**src/rtl/pattern_writer.sv**
```systemverilog
// Frame pattern generator: on each prescaler tick it streams one full frame
// of 2^ADDR_W pixel words into a RAM write port, honouring back-pressure.
// Patterns: SOLID, ROTATE (top 6-bit field rotated by phase), CHECKER, RAMP.
module pattern_writer #(
  parameter int ADDR_W   = 12,
  parameter int DATA_W   = 16,
  parameter int PRESCALE = 374_999,
  parameter int CHK_BIT  = 0
) (
  input  logic              i_clk,
  input  logic              i_rst_n,
  input  logic              i_enable,
  input  logic [1:0]        i_mode,
  input  logic [DATA_W-1:0] i_color_a,
  input  logic [DATA_W-1:0] i_color_b,
  output logic [ADDR_W-1:0] o_w_addr,
  output logic [DATA_W-1:0] o_w_data,
  output logic              o_w_enable,
  input  logic              i_w_ready,
  output logic              o_busy,
  output logic              o_frame_done,
  output logic              o_overrun
);

  localparam int PRE_W = (PRESCALE > 0) ? $clog2(PRESCALE + 1) : 1;
  localparam logic [PRE_W-1:0] PRE_LOAD = PRE_W'(PRESCALE);
  localparam int SUM_W = ((ADDR_W > 8) ? ADDR_W : 8) + 1;
  localparam logic [ADDR_W-1:0] ADDR_LAST = '1;

  localparam logic [1:0] MODE_SOLID   = 2'd0;
  localparam logic [1:0] MODE_ROTATE  = 2'd1;
  localparam logic [1:0] MODE_CHECKER = 2'd2;
  localparam logic [1:0] MODE_RAMP    = 2'd3;

  localparam logic [0:0] ST_IDLE  = 1'b0;
  localparam logic [0:0] ST_WRITE = 1'b1;

  logic [0:0]        state;
  logic [PRE_W-1:0]  presc_cnt;
  logic              tick;
  logic              start;
  logic              xfer;
  logic              last_xfer;
  logic [1:0]        phase;
  logic [7:0]        frame_cnt;
  logic [1:0]        cfg_mode_p0;
  logic [DATA_W-1:0] cfg_color_a_p0;
  logic [DATA_W-1:0] cfg_color_b_p0;
  logic [ADDR_W-1:0] next_addr;
  logic [ADDR_W-1:0] w_addr_p1;
  logic [DATA_W-1:0] w_data_p1;
  logic              vld_p1;
  logic              busy;
  logic              frame_done;
  logic              overrun;

  // Pixel word for one address given the latched frame configuration.
  function automatic logic [DATA_W-1:0] pixel_word(
    input logic [1:0]        mode,
    input logic [DATA_W-1:0] ca,
    input logic [DATA_W-1:0] cb,
    input logic [ADDR_W-1:0] addr,
    input logic [1:0]        ph,
    input logic [7:0]        fc
  );
    logic [DATA_W-1:0] r;
    logic [5:0]        fld;
    logic [SUM_W-1:0]  sum;
    r   = ca;
    fld = ca[DATA_W-1 -: 6];
    sum = SUM_W'(addr) + SUM_W'(fc);
    case (mode)
      MODE_SOLID: r = ca;
      MODE_ROTATE: begin
        case (ph)
          2'd1:    fld = {fld[1:0], fld[5:2]};
          2'd2:    fld = {fld[3:0], fld[5:4]};
          default: fld = ca[DATA_W-1 -: 6];
        endcase
        r[DATA_W-1 -: 6] = fld;
      end
      MODE_CHECKER: r = (addr[CHK_BIT] ^ ph[0]) ? cb : ca;
      MODE_RAMP:    r = DATA_W'(sum);
      default:      r = ca;
    endcase
    return r;
  endfunction

  assign tick      = i_enable && (presc_cnt == '0);
  assign start     = (state == ST_IDLE) && tick;
  assign xfer      = vld_p1 && i_w_ready;
  assign last_xfer = xfer && (w_addr_p1 == ADDR_LAST);
  assign next_addr = w_addr_p1 + ADDR_W'(1);

  // Frame tick prescaler: counts down while enabled, reloads after hitting zero.
  always_ff @(posedge i_clk or negedge i_rst_n) begin
    if (!i_rst_n) begin
      presc_cnt <= PRE_LOAD;
    end else if (i_enable) begin
      if (presc_cnt == '0) presc_cnt <= PRE_LOAD;
      else                 presc_cnt <= presc_cnt - PRE_W'(1);
    end
  end

  // Frame configuration captured at frame start; held for the whole frame.
  always_ff @(posedge i_clk) begin
    if (start) begin
      cfg_mode_p0    <= i_mode;
      cfg_color_a_p0 <= i_color_a;
      cfg_color_b_p0 <= i_color_b;
    end
  end

  // Control FSM: frame start, end-of-frame bookkeeping, overrun detection.
  always_ff @(posedge i_clk or negedge i_rst_n) begin
    if (!i_rst_n) begin
      state      <= ST_IDLE;
      vld_p1     <= 1'b0;
      busy       <= 1'b0;
      frame_done <= 1'b0;
      overrun    <= 1'b0;
      phase      <= 2'd0;
      frame_cnt  <= 8'd0;
    end else begin
      frame_done <= 1'b0;
      overrun    <= tick && (state == ST_WRITE);
      case (state)
        ST_IDLE: begin
          if (tick) begin
            state  <= ST_WRITE;
            vld_p1 <= 1'b1;
            busy   <= 1'b1;
          end
        end
        ST_WRITE: begin
          if (last_xfer) begin
            state      <= ST_IDLE;
            vld_p1     <= 1'b0;
            busy       <= 1'b0;
            frame_done <= 1'b1;
            phase      <= (phase == 2'd2) ? 2'd0 : phase + 2'd1;
            frame_cnt  <= frame_cnt + 8'd1;
          end
        end
        default: begin
          state  <= ST_IDLE;
          vld_p1 <= 1'b0;
          busy   <= 1'b0;
        end
      endcase
    end
  end

  // Write stage: address and data advance together on each accepted transfer.
  always_ff @(posedge i_clk or negedge i_rst_n) begin
    if (!i_rst_n) begin
      w_addr_p1 <= '0;
      w_data_p1 <= '0;
    end else if (start) begin
      w_addr_p1 <= '0;
      w_data_p1 <= pixel_word(i_mode, i_color_a, i_color_b, '0, phase, frame_cnt);
    end else if ((state == ST_WRITE) && xfer && !last_xfer) begin
      w_addr_p1 <= next_addr;
      w_data_p1 <= pixel_word(cfg_mode_p0, cfg_color_a_p0, cfg_color_b_p0,
                              next_addr, phase, frame_cnt);
    end
  end

  assign o_w_addr     = w_addr_p1;
  assign o_w_data     = w_data_p1;
  assign o_w_enable   = vld_p1;
  assign o_busy       = busy;
  assign o_frame_done = frame_done;
  assign o_overrun    = overrun;

endmodule
```
**config.mk**
```make
export PLATFORM = sky130hd
export DESIGN_NAME = pattern_writer
export DESIGN_NICKNAME = d
export VERILOG_FILES = /design/src/rtl/pattern_writer.sv
export SDC_FILE = /design/constraint.sdc
export NUM_CORES = 1
export LEC_CHECK = 0
export CAP_MARGIN = 10
export CORE_MARGIN = 2
export CORE_UTILIZATION = 35
export DETAILED_ROUTE_END_ITERATION = 10
export GPL_ROUTABILITY_DRIVEN = 0
export PLACE_DENSITY = 0.55
export SLEW_MARGIN = 40
export SYNTH_ARGS = -nofsm -noshare
export SYNTH_HDL_FRONTEND = slang
export SYNTH_SLANG_ARGS = --single-unit
```
**constraint.sdc**
```tcl
create_clock -name i_clk -period 8.6 [get_ports i_clk]
set_input_delay 1.29 -clock i_clk [delete_from_list [all_inputs] [get_ports i_clk]]
set_output_delay 1.29 -clock i_clk [all_outputs]
set_load 0.03 [all_outputs]
```
==> summary.md <==
| Metric | Value |
|---|---|
| Leading cell type in the layout, fill and taps excluded | sky130_fd_sc_hd__clkdlybuf4s50_1 |
| Data arrival time of the critical path | approximately 4500 ps |
| Number of flops mapped to enable cells by yosys | 34 |
| TritonCTS clock tree | done |
| Vias in the first global route | 4405 |
| Part of the total power dissipated in combinational logic | 30.7% |
| Area inside the core boundary | approximately 15000 sq um |
| Fin. Hold Viols | 0 |
| Worst slew pin tran | 835.1 ps |
| Count of routing violations after the opening detailed-route iteration | roughly 470 |
| Ratio of cells with drive above 1 in the final layout | 8.562% |
| Maximum capacitance violations | 0 |
| Fraction of synthesis flops using an asynchronous set or reset pin | ~64% |
| Clock slew at the register clock pins of the worst setup and hold paths | roughly 70 ps |
| Kind of end point of the critical path | flip-flop |
| Final net count | 670 |
| Total via count in the routed design | ~4500 |
| TritonCTS Buffers | 9 |
| Initial Utilization | between 30% and 40% |
| Total buffers and inverters traversed by the critical path | 3 |
| Syn Area/Cell | 9.654 sq um |
| Total die area | 16460 sq um |
| Power Internal | between 1 and 1.5 mW |
| Switching share of total power | around 34% |
| Total Routed Length | between 10000 and 15000 microns |
| Share of the cycle needed by the critical path after routing | 49.89% |
| Relative contribution of sequential cells to total power | between 40% and 50% |
| Normalized max-slew margin | 43.92% |
| Clock Path Buffers | 2 |
| Setup fix buffers added after clock tree synthesis | 0 |
| Reg2reg start | presc_cnt[0] |
| CP startpoint kind | primary input |
| Remaining antenna violation count after routing | 0 |
| Total placed cells including tap cells | 791 |
| Number of antenna violations at the first check in global routing | 0 |
| Hold WC Path Type | flip-flop to flip-flop |
| Cell leakage power | between 2 and 3 nW |
| Largest delay share family, worst path | buffers and inverters |
| Most used cells in the layout excluding fill and tap cells | sky130_fd_sc_hd__clkdlybuf4s50_1, sky130_fd_sc_hd__nor2_1, sky130_fd_sc_hd__dfrtp_1 |
| WL/cell | roughly 18 microns |
| Row count | 45 |
| Series of cell instances along the critical path | clkdlybuf4s50_1 -> nand2_1 -> nor3_4 -> nand3b_4 -> or3_4 -> clkinv_1 -> buf_4 -> nor2_1 -> o21ai_0 -> o31ai_1 |
| Cell at the root of the clock tree | sky130_fd_sc_hd__clkbuf_16 |
| Maximum level of the CTS H-tree | 3 |
| Max rail drop VDD | approximately 0.00017 V |
| Number of input and output port buffers inserted | a little under 70 |
| Cell Count, Final, Fillers Out | 807 |
| Antenna diode count | 0 |
| Sequential cell area fraction in the yosys report | between 40% and 50% |
| Post-layout min period | between 4000 and 5000 ps |
| Resize count post-CTS | 0 |
| Minimum setup slack after placement | between 3000 and 4000 ps |
| Latest clock arrival within the worst-skew pair | 350 ps |
| Post-synthesis cell area | ~5400 sq um |
| Power density relative to cell area | roughly 240 nW/um^2 |
| Worst r2r dst | o_w_addr[6] |
| Least setup slack across all paths after layout | 4310 ps |
| Fin. max-slew vios | 0 |
| Setup_tns | 0 ps |
| RSZ-0062 raised after global routing | false |
| Type of the worst setup path | primary input to flip-flop |
| Slowest cell on crit path | sky130_fd_sc_hd__clkdlybuf4s50_1 |
| Destination of the worst hold path | presc_cnt[2] |
| Area growth, synth to finish | 21.66% |
| Total of flip-flops plus latches after synthesis | 95 |
| Crit path max fanout | 33 |
| Slowest cell delay on critical path | 560 ps |
| Status | finished, final reports clean |
| Gr usage total | 18.79% |
| Portion of total power attributed to the clock network | between 20% and 30% |
| Maximum clock frequency | about 230 MHz |
| Total of warnings raised by yosys | 0 |
| Total number of clock tree sinks | 95 |
| Worst Hold Depth | 1 |
| Number of primary I/O pins | 70 |
| Required time at the endpoint of the critical path | around 8800 ps |
| Top_reg_cell synth | sky130_fd_sc_hd__dfrtp_1 |
| HPWL after detailed placement | roughly 10000 microns |
| Vertical die dimension | roughly 130 microns |
| Die Span X | 128.3 microns |
| Maximum number of pins on one net before global-route repair | between 60 and 70 |
| Depth of the worst register-to-register path | 11 |
| Via-to-Cell Ratio | between 5 and 6 |
| Hold Crit Start | presc_cnt[2] |
| Final setup viols | 0 |
| Final clock skew | 8.030 ps |
| Post-Syn Instances | between 500 and 600 |
| Congestion Overflow GR | 0 |
| Nets in the synthesized netlist | 616 |
| Count of unresolved DRC violations after routing | 0 |
| Worst reg-to-reg setup slack | 5060 ps |
| Switching power | between 0.5 and 0.6 mW |
| Count of TritonRoute iterations in the first routing pass | 5 |
| First-pass GRT wire length | about 24000 microns |
| Count of hold buffers inserted by post-cts repair | 0 |
| Number of library cell types mapped by synthesis | 63 |
-- logic make-up (layout without fill, tap and decap cells) --
| group | Yosys count | in the layout | synth area share [%] |
|---|---|---|---|
| AOI/OAI and AO/OA | 178 | 178 | 21.15 |
| xor gates and xnor gates | 43 | 43 | 6.966 |
| adders and majority gates | 18 | 18 | 4.304 |
| buffers and inverters | 56 | 115 | 4.189 |
| DFF | 95 | 95 | 47.40 |
| muxes | 5 | 5 | 0.9489 |
| and+or+nand+nor | 165 | 165 | 15.04 |
-- routing by layer --
metal | share of wire, % | wire length [microns] | GRT usage [%]
met5 | 0 | 0 | 0
met4 | 1.7 | 245 | 6.658
met3 | 6.2 | 913 | 3.172
met2 | 44 | 6566 | 28.07
met1 | 48 | 7079 | 27.44
-- state kept, by name, summed over array words and instances (netlist names) --
name and count:
cfg_color_a_p0 16, cfg_color_b_p0 16, cfg_mode_p0 2, frame_cnt 8, o_busy 1, o_frame_done 1, o_overrun 1, o_w_addr 12
o_w_data 16, phase 2, presc_cnt 19, state 1
-- through the flow --
step                power (mW)  util [%]  cell area (sq um)  hold WS [ps]
floorplan               0.9688         -               5406         476.4
global placement         1.155     41.16               6235         488.1
detailed placement       1.165     41.17               6236         495.4
CTS                      1.626     43.43               6578         508.1
global route             1.704     43.43               6578         520.9
finish                   1.611     43.43               6578         506.7
-- layout make-up --
type | count | area [sq um]
multi-input combinational | 409 | 2626
timing repair buffer | 73 | 714.4
sequential | 95 | 2562
fill | 1449 | 8568
tap | 188 | 235.2
inverter | 26 | 97.59
clock buffer | 11 | 264.0
clock inverter | 5 | 77.57
-- cell usage after synthesis, types with 5 or more instances --
cell type                  number  area (sq um)
sky130_fd_sc_hd__dfrtp_1       49          1226
sky130_fd_sc_hd__xor2_1        18         157.7
sky130_fd_sc_hd__or3_1          7         43.79
sky130_fd_sc_hd__ha_1          17         212.7
sky130_fd_sc_hd__a22oi_1       23         172.7
sky130_fd_sc_hd__inv_1         24         90.09
sky130_fd_sc_hd__a211oi_1       5         37.54
sky130_fd_sc_hd__nor3_1        11         55.05
sky130_fd_sc_hd__o22ai_1       21         131.4
sky130_fd_sc_hd__dfstp_2       12         315.3
sky130_fd_sc_hd__a31oi_1       12         75.07
sky130_fd_sc_hd__nand4_1        6         37.54
sky130_fd_sc_hd__nor2_1        59         221.5
sky130_fd_sc_hd__xnor2_1       25         219.0
sky130_fd_sc_hd__nand3_1       13         65.06
sky130_fd_sc_hd__clkbuf_1      23         86.33
sky130_fd_sc_hd__o221ai_1       7         61.31
sky130_fd_sc_hd__a221oi_1       5         43.79
sky130_fd_sc_hd__edfxtp_1      34          1021
sky130_fd_sc_hd__o21ai_0       44         220.2
sky130_fd_sc_hd__a21oi_1       35         175.2
sky130_fd_sc_hd__nand2_1       44         165.2
-- power groups by stage --
| stage | Sequential (mW) | Combinational [mW] | Clock [mW] |
|---|---|---|---|
| floorplan | 0.720 | 0.248 | 0 |
| global placement | 0.666 | 0.489 | 0 |
| detailed placement | 0.669 | 0.497 | 0 |
| CTS | 0.661 | 0.498 | 0.468 |
| global route | 0.674 | 0.545 | 0.485 |
| finish | 0.660 | 0.494 | 0.457 |
-- worst register-to-register path, stage by stage (launching register included) --
cell,delay (ps)
sky130_fd_sc_hd__dfstp_2,540
sky130_fd_sc_hd__inv_1,50
sky130_fd_sc_hd__ha_1,180
sky130_fd_sc_hd__nand2_1,170
sky130_fd_sc_hd__nor3_4,80
sky130_fd_sc_hd__nand3b_4,110
sky130_fd_sc_hd__or3_4,330
sky130_fd_sc_hd__clkinv_1,650
sky130_fd_sc_hd__buf_4,510
sky130_fd_sc_hd__nor2_1,510
sky130_fd_sc_hd__o21ai_0,220
sky130_fd_sc_hd__o31ai_1,100
-- how the worst max path moves through the flow --
stage | endpoint | slack [ps] | start | depth (start not counted)
2_1_floorplan | cfg_color_a_p0[0] | 5360 | i_enable | 6
3_3_place_gp | o_w_addr[10] | 4080 | i_enable | 10
3_5_place_dp | o_w_addr[10] | 3950 | i_enable | 10
4_1_cts | o_w_addr[10] | 4350 | i_enable | 10
5_1_grt | o_w_addr[6] | 4120 | i_enable | 10
6_report | o_w_addr[6] | 4310 | i_enable | 10
No activity file was read; power rests on OpenSTA's default activity.
